$ cat src/rtl/fifo_ctrl_16x8.sv
// FIFO controller for the 16x8 dual-port RAM: one-cycle read latency (pop_valid follows accepted pop).
// Full FIFO rejects a lone push (overflow), empty FIFO rejects pop (underflow); push on full accepted only with a pop.
module fifo_ctrl_16x8 #(
  parameter int DEPTH    = 16,
  parameter int WIDTH    = 8,
  parameter int AF_LEVEL = 12
) (
  input  logic                     clk,
  input  logic                     reset,
  input  logic                     push,
  input  logic [WIDTH-1:0]         push_data,
  input  logic                     pop,
  input  logic                     clr_err,
  output logic                     ram_wr,
  output logic                     ram_rd,
  output logic [$clog2(DEPTH)-1:0] ram_w_add,
  output logic [$clog2(DEPTH)-1:0] ram_r_add,
  output logic [WIDTH-1:0]         ram_din,
  input  logic [WIDTH-1:0]         ram_dout,
  output logic [WIDTH-1:0]         pop_data,
  output logic                     pop_valid,
  output logic [$clog2(DEPTH):0]   count,
  output logic                     full,
  output logic                     empty,
  output logic                     almost_full,
  output logic                     overflow,
  output logic                     underflow
);

  localparam int AW = $clog2(DEPTH);
  localparam logic [AW:0] FULL_CNT = (AW+1)'(DEPTH);
  localparam logic [AW:0] AF_CNT   = (AW+1)'(AF_LEVEL);

  // Extra wrap bit distinguishes full from empty when the addresses coincide.
  logic [AW:0] wptr;
  logic [AW:0] rptr;
  logic        push_acc;
  logic        pop_acc;

  assign count       = wptr - rptr;
  assign full        = (count == FULL_CNT);
  assign empty       = (count == '0);
  assign almost_full = (count >= AF_CNT);

  assign pop_acc  = pop & ~empty;
  assign push_acc = push & (~full | pop_acc);

  assign ram_wr    = push_acc;
  assign ram_rd    = pop_acc;
  assign ram_w_add = wptr[AW-1:0];
  assign ram_r_add = rptr[AW-1:0];
  assign ram_din   = push_data;
  assign pop_data  = ram_dout;

  always_ff @(posedge clk or posedge reset) begin
    if (reset) begin
      wptr <= '0;
      rptr <= '0;
    end else begin
      if (push_acc) wptr <= wptr + 1'b1;
      if (pop_acc)  rptr <= rptr + 1'b1;
    end
  end

  always_ff @(posedge clk or posedge reset) begin
    if (reset) begin
      pop_valid <= 1'b0;
    end else begin
      pop_valid <= pop_acc;
    end
  end

  // A rejection in the same cycle as clr_err keeps its flag set.
  always_ff @(posedge clk or posedge reset) begin
    if (reset) begin
      overflow  <= 1'b0;
      underflow <= 1'b0;
    end else begin
      overflow  <= (overflow  & ~clr_err) | (push & ~push_acc);
      underflow <= (underflow & ~clr_err) | (pop  & ~pop_acc);
    end
  end

endmodule

$ cat config.mk
export PLATFORM = sky130hd
export DESIGN_NAME = fifo_ctrl_16x8
export DESIGN_NICKNAME = d
export VERILOG_FILES = /design/src/rtl/fifo_ctrl_16x8.sv
export SDC_FILE = /design/constraint.sdc
export NUM_CORES = 1
export LEC_CHECK = 0
export BUFFER_PORTS_ARGS = -buffer_cell sky130_fd_sc_hd__buf_2
export CORE_UTILIZATION = 46
export DETAILED_ROUTE_END_ITERATION = 10
export PLACE_DENSITY = 0.92
export SYNTH_ARGS = -nofsm -noshare
export SYNTH_HDL_FRONTEND = slang
export SYNTH_SLANG_ARGS = --single-unit
$ cat constraint.sdc
create_clock -name clk -period 5.4 [get_ports clk]
set_clock_uncertainty 0.2 [all_clocks]
set_input_delay 0 -clock clk [delete_from_list [all_inputs] [get_ports clk]]
set_output_delay 0 -clock clk [all_outputs]
set_load 0.02 [all_outputs]
==> impl_metrics.tcl <==
set metrics [dict create \
    status "finished, final reports clean" \
    start_util 0.497 \
    instances_no_fill 154 \
    vdd_drop_max_mv 0.528 \
    die_x_um 48.5 \
    grtUsageMet1 0.224 \
    cpMostUsedCell "inv_1" \
    ys_ff_latch 13 \
    total_power_mw 0.956 \
    vias_per_cell 4.92 \
    remaining_drc_errors 0 \
    cp_slowest_cell "dlygate4sd3_1" \
    layout.nets 156 \
    syn_nets 129 \
    p_leak_nw 0.624 \
    grt.total_usage 0.177 \
    synth_ff_type "dfrtp_1" \
    synth_area_leaders "dfrtp_1 33%, buf_4 18%, xnor2_1 8.8%" \
    timing.final.hold_violations 0 \
    cts_made_buffers 3 \
    htreeDepth 1 \
    crit_required_ns 5.40 \
    rows 16 \
    path_max_fanout 6 \
    holdBufCountCts 22 \
    min_period_ns 3.56 \
    yosysSeqAreaShare 0.327 \
    ys_types 28 \
    antenna_found_initial 0 \
    path_cells "inv_1 > ha_1 > inv_1 > fa_1 > or3b_1 > or4_4 > a211o_4 > o211ai_2 > dlygate4sd3_1 > xnor2_1" \
    timing.final.crit_share 0.659 \
    holdWs_ns 0.0782 \
    antenna_left 0 \
    wirelength_um 2030 \
    insertion_delay_ns 0.27 \
    cts_tree "yes" \
    synth-edff-count 0 \
    cts_resized 0 \
    dp_slack_ns 2.19 \
    fin_setup_tns_ns 0 \
    cts_setup_buffers 0 \
    cp_num_buf_inv 3 \
    synth_largest_area_cell "dfrtp_1" \
    grt_pass1_wl_um 3240 \
    antennaDiodeCount 0 \
    grt_pass1_vias 720 \
    avgRoutedWirePerCell_um 13.2 \
    netlist_instances 101 \
    drive_gt1_frac 0.260 \
    grt_max_degree 14 \
    path_clk_slew_ns 0.08 \
    cp-startpoint "wptr[0]$_DFFE_PP0P_" \
    fin_area_um2 1220 \
    fillers 181 \
    drt-pass1-iter-count 5 \
    startpoint_type "flop" \
    synth.top_cell.area_share 0.327 \
    gp_congestion 0.824 \
    overflow 0 \
    yosys_warnings 0 \
    p_per_area_nw_per_um2 786 \
    crit_type "flop to flop" \
    core_um2 2000 \
    top_usage_layer "met2" \
    reg2reg_from "wptr[0]$_DFFE_PP0P_" \
    detail_route.iter0.violations 12 \
    cp_top_family "simple AND/OR/NAND/NOR gates" \
    cap_violations 0 \
    use_met3 0.0283 \
    min_path_type "input pin to asynchronous set/reset pin" \
    clkSinkCount 13 \
    num_vias 758 \
    relSlewSlack 0.676 \
    slowest_delay_ns 0.59 \
    utilization 0.608 \
    crit_arrival_ns 3.56 \
    avgSynthCellArea_um2 9.86 \
    die_h_um 48.5 \
    use_met2 0.308 \
    area_growth_syn_to_layout_pct 22.2 \
    finalSetupViolCount 0 \
    syn_area_um2 996 \
    setup_ws_ns 1.84 \
    pin_count 58 \
    dieArea_um2 2360 \
    tightest_slew_ns 0.486 \
    fmax_ghz 0.281 \
    io_buffer_count 25 \
    drv_slew 0 \
    cts_buffer_depth 2 \
    end_kind "flop" \
    dp_cells 128 \
    cts-root-buf "clkbuf_4" \
    async_flop_share 1.00 \
    rsz0062_at_grt "false" \
    postPlaceCellArea_um2 971 \
]
final cells by class:
type / count / area, um2 / area share
clock buffers: 4 / 26.3 / 0.0216
repair buffers: 47 / 345 / 0.284
multi-input cells: 50 / 438 / 0.360
well taps: 27 / 33.8 / 0.0277
flip-flops and latches: 13 / 325 / 0.267
inverters: 13 / 48.8 / 0.0401
power breakdown:
group | internal, mW | leakage, nW | switching [mW] | total [mW]
logic | 0.272 | 0.451 | 0.421 | 0.694
clock network | 0.0286 | 0.0150 | 0.0305 | 0.0592
registers | 0.145 | 0.157 | 0.0589 | 0.204
total | 0.446 | 0.624 | 0.511 | 0.956
synth_stat cells, drive strengths merged (2+ instances only):
| cell type | instances |
|---|---|
| buf | 25 |
| o211ai | 2 |
| a22o | 2 |
| o2111ai | 2 |
| nor2 | 3 |
| dfrtp | 13 |
| a21oi | 2 |
| ha | 6 |
| inv | 13 |
| and3 | 4 |
| a21o | 2 |
| xnor2 | 10 |
| mux2 | 2 |
| nand3 | 4 |
layer usage:
layer,part of all wire,routed length [um],vias up
met1,0.43,881,347
met3,0.065,131,2
li1,-,-,363
met5,0,0,-
met4,0.0039,8,0
met2,0.50,1010,46
worst paths after layout:
path	end	slack [ns]	depth (start not counted)
worst min-delay path	rptr[0]$_DFFE_PP0P_	0.08	3
max in group asynchronous	rptr[4]$_DFFE_PP0P_	4.59	3
worst max register to register	wptr[3]$_DFFE_PP0P_	1.84	10
worst min register to register	wptr[4]$_DFFE_PP0P_	0.31	1
worst max-delay path	wptr[3]$_DFFE_PP0P_	1.84	10
min in group clk	wptr[4]$_DFFE_PP0P_	0.31	1
cells in the final DEF (no fill, tap or decap), drive strengths merged:
cell type / instances
nand2: 1
a21o: 2
o21ai: 1
and3: 4
clkbuf: 4
and2: 1
nor2: 3
mux2: 2
buf: 25
o211ai: 2
dlygate4sd3: 22
ha: 6
or3b: 1
a211o: 1
a21oi: 2
and3b: 1
o2111ai: 2
xor2: 1
fa: 1
dfrtp: 13
nand3: 4
inv: 13
nor2b: 1
o2bb2ai: 1
a22o: 2
xnor2: 10
or4: 1
tightest hold or removal path: cells and delay by family:
kind / cells / cell delay [ns]
buf+inv: 3 / 1.01
cell families (layout without fill, tap and decap cells):
family,count (synthesis),after routing,share of synthesized area
DFF,13,13,0.327
and+or+nand+nor,17,17,0.102
xor gates and xnor gates,11,11,0.0967
buffers and inverters,38,64,0.234
muxes,2,2,0.0226
AOI/OAI and AO/OA,13,13,0.123
adders and majority gates,7,7,0.0955
registers in the layout, summed over array words and instances (netlist names):
signal     cells
rptr           5
wptr           5
overflow       1
pop_valid      1
underflow      1
No activity file was read; power rests on OpenSTA's default activity.
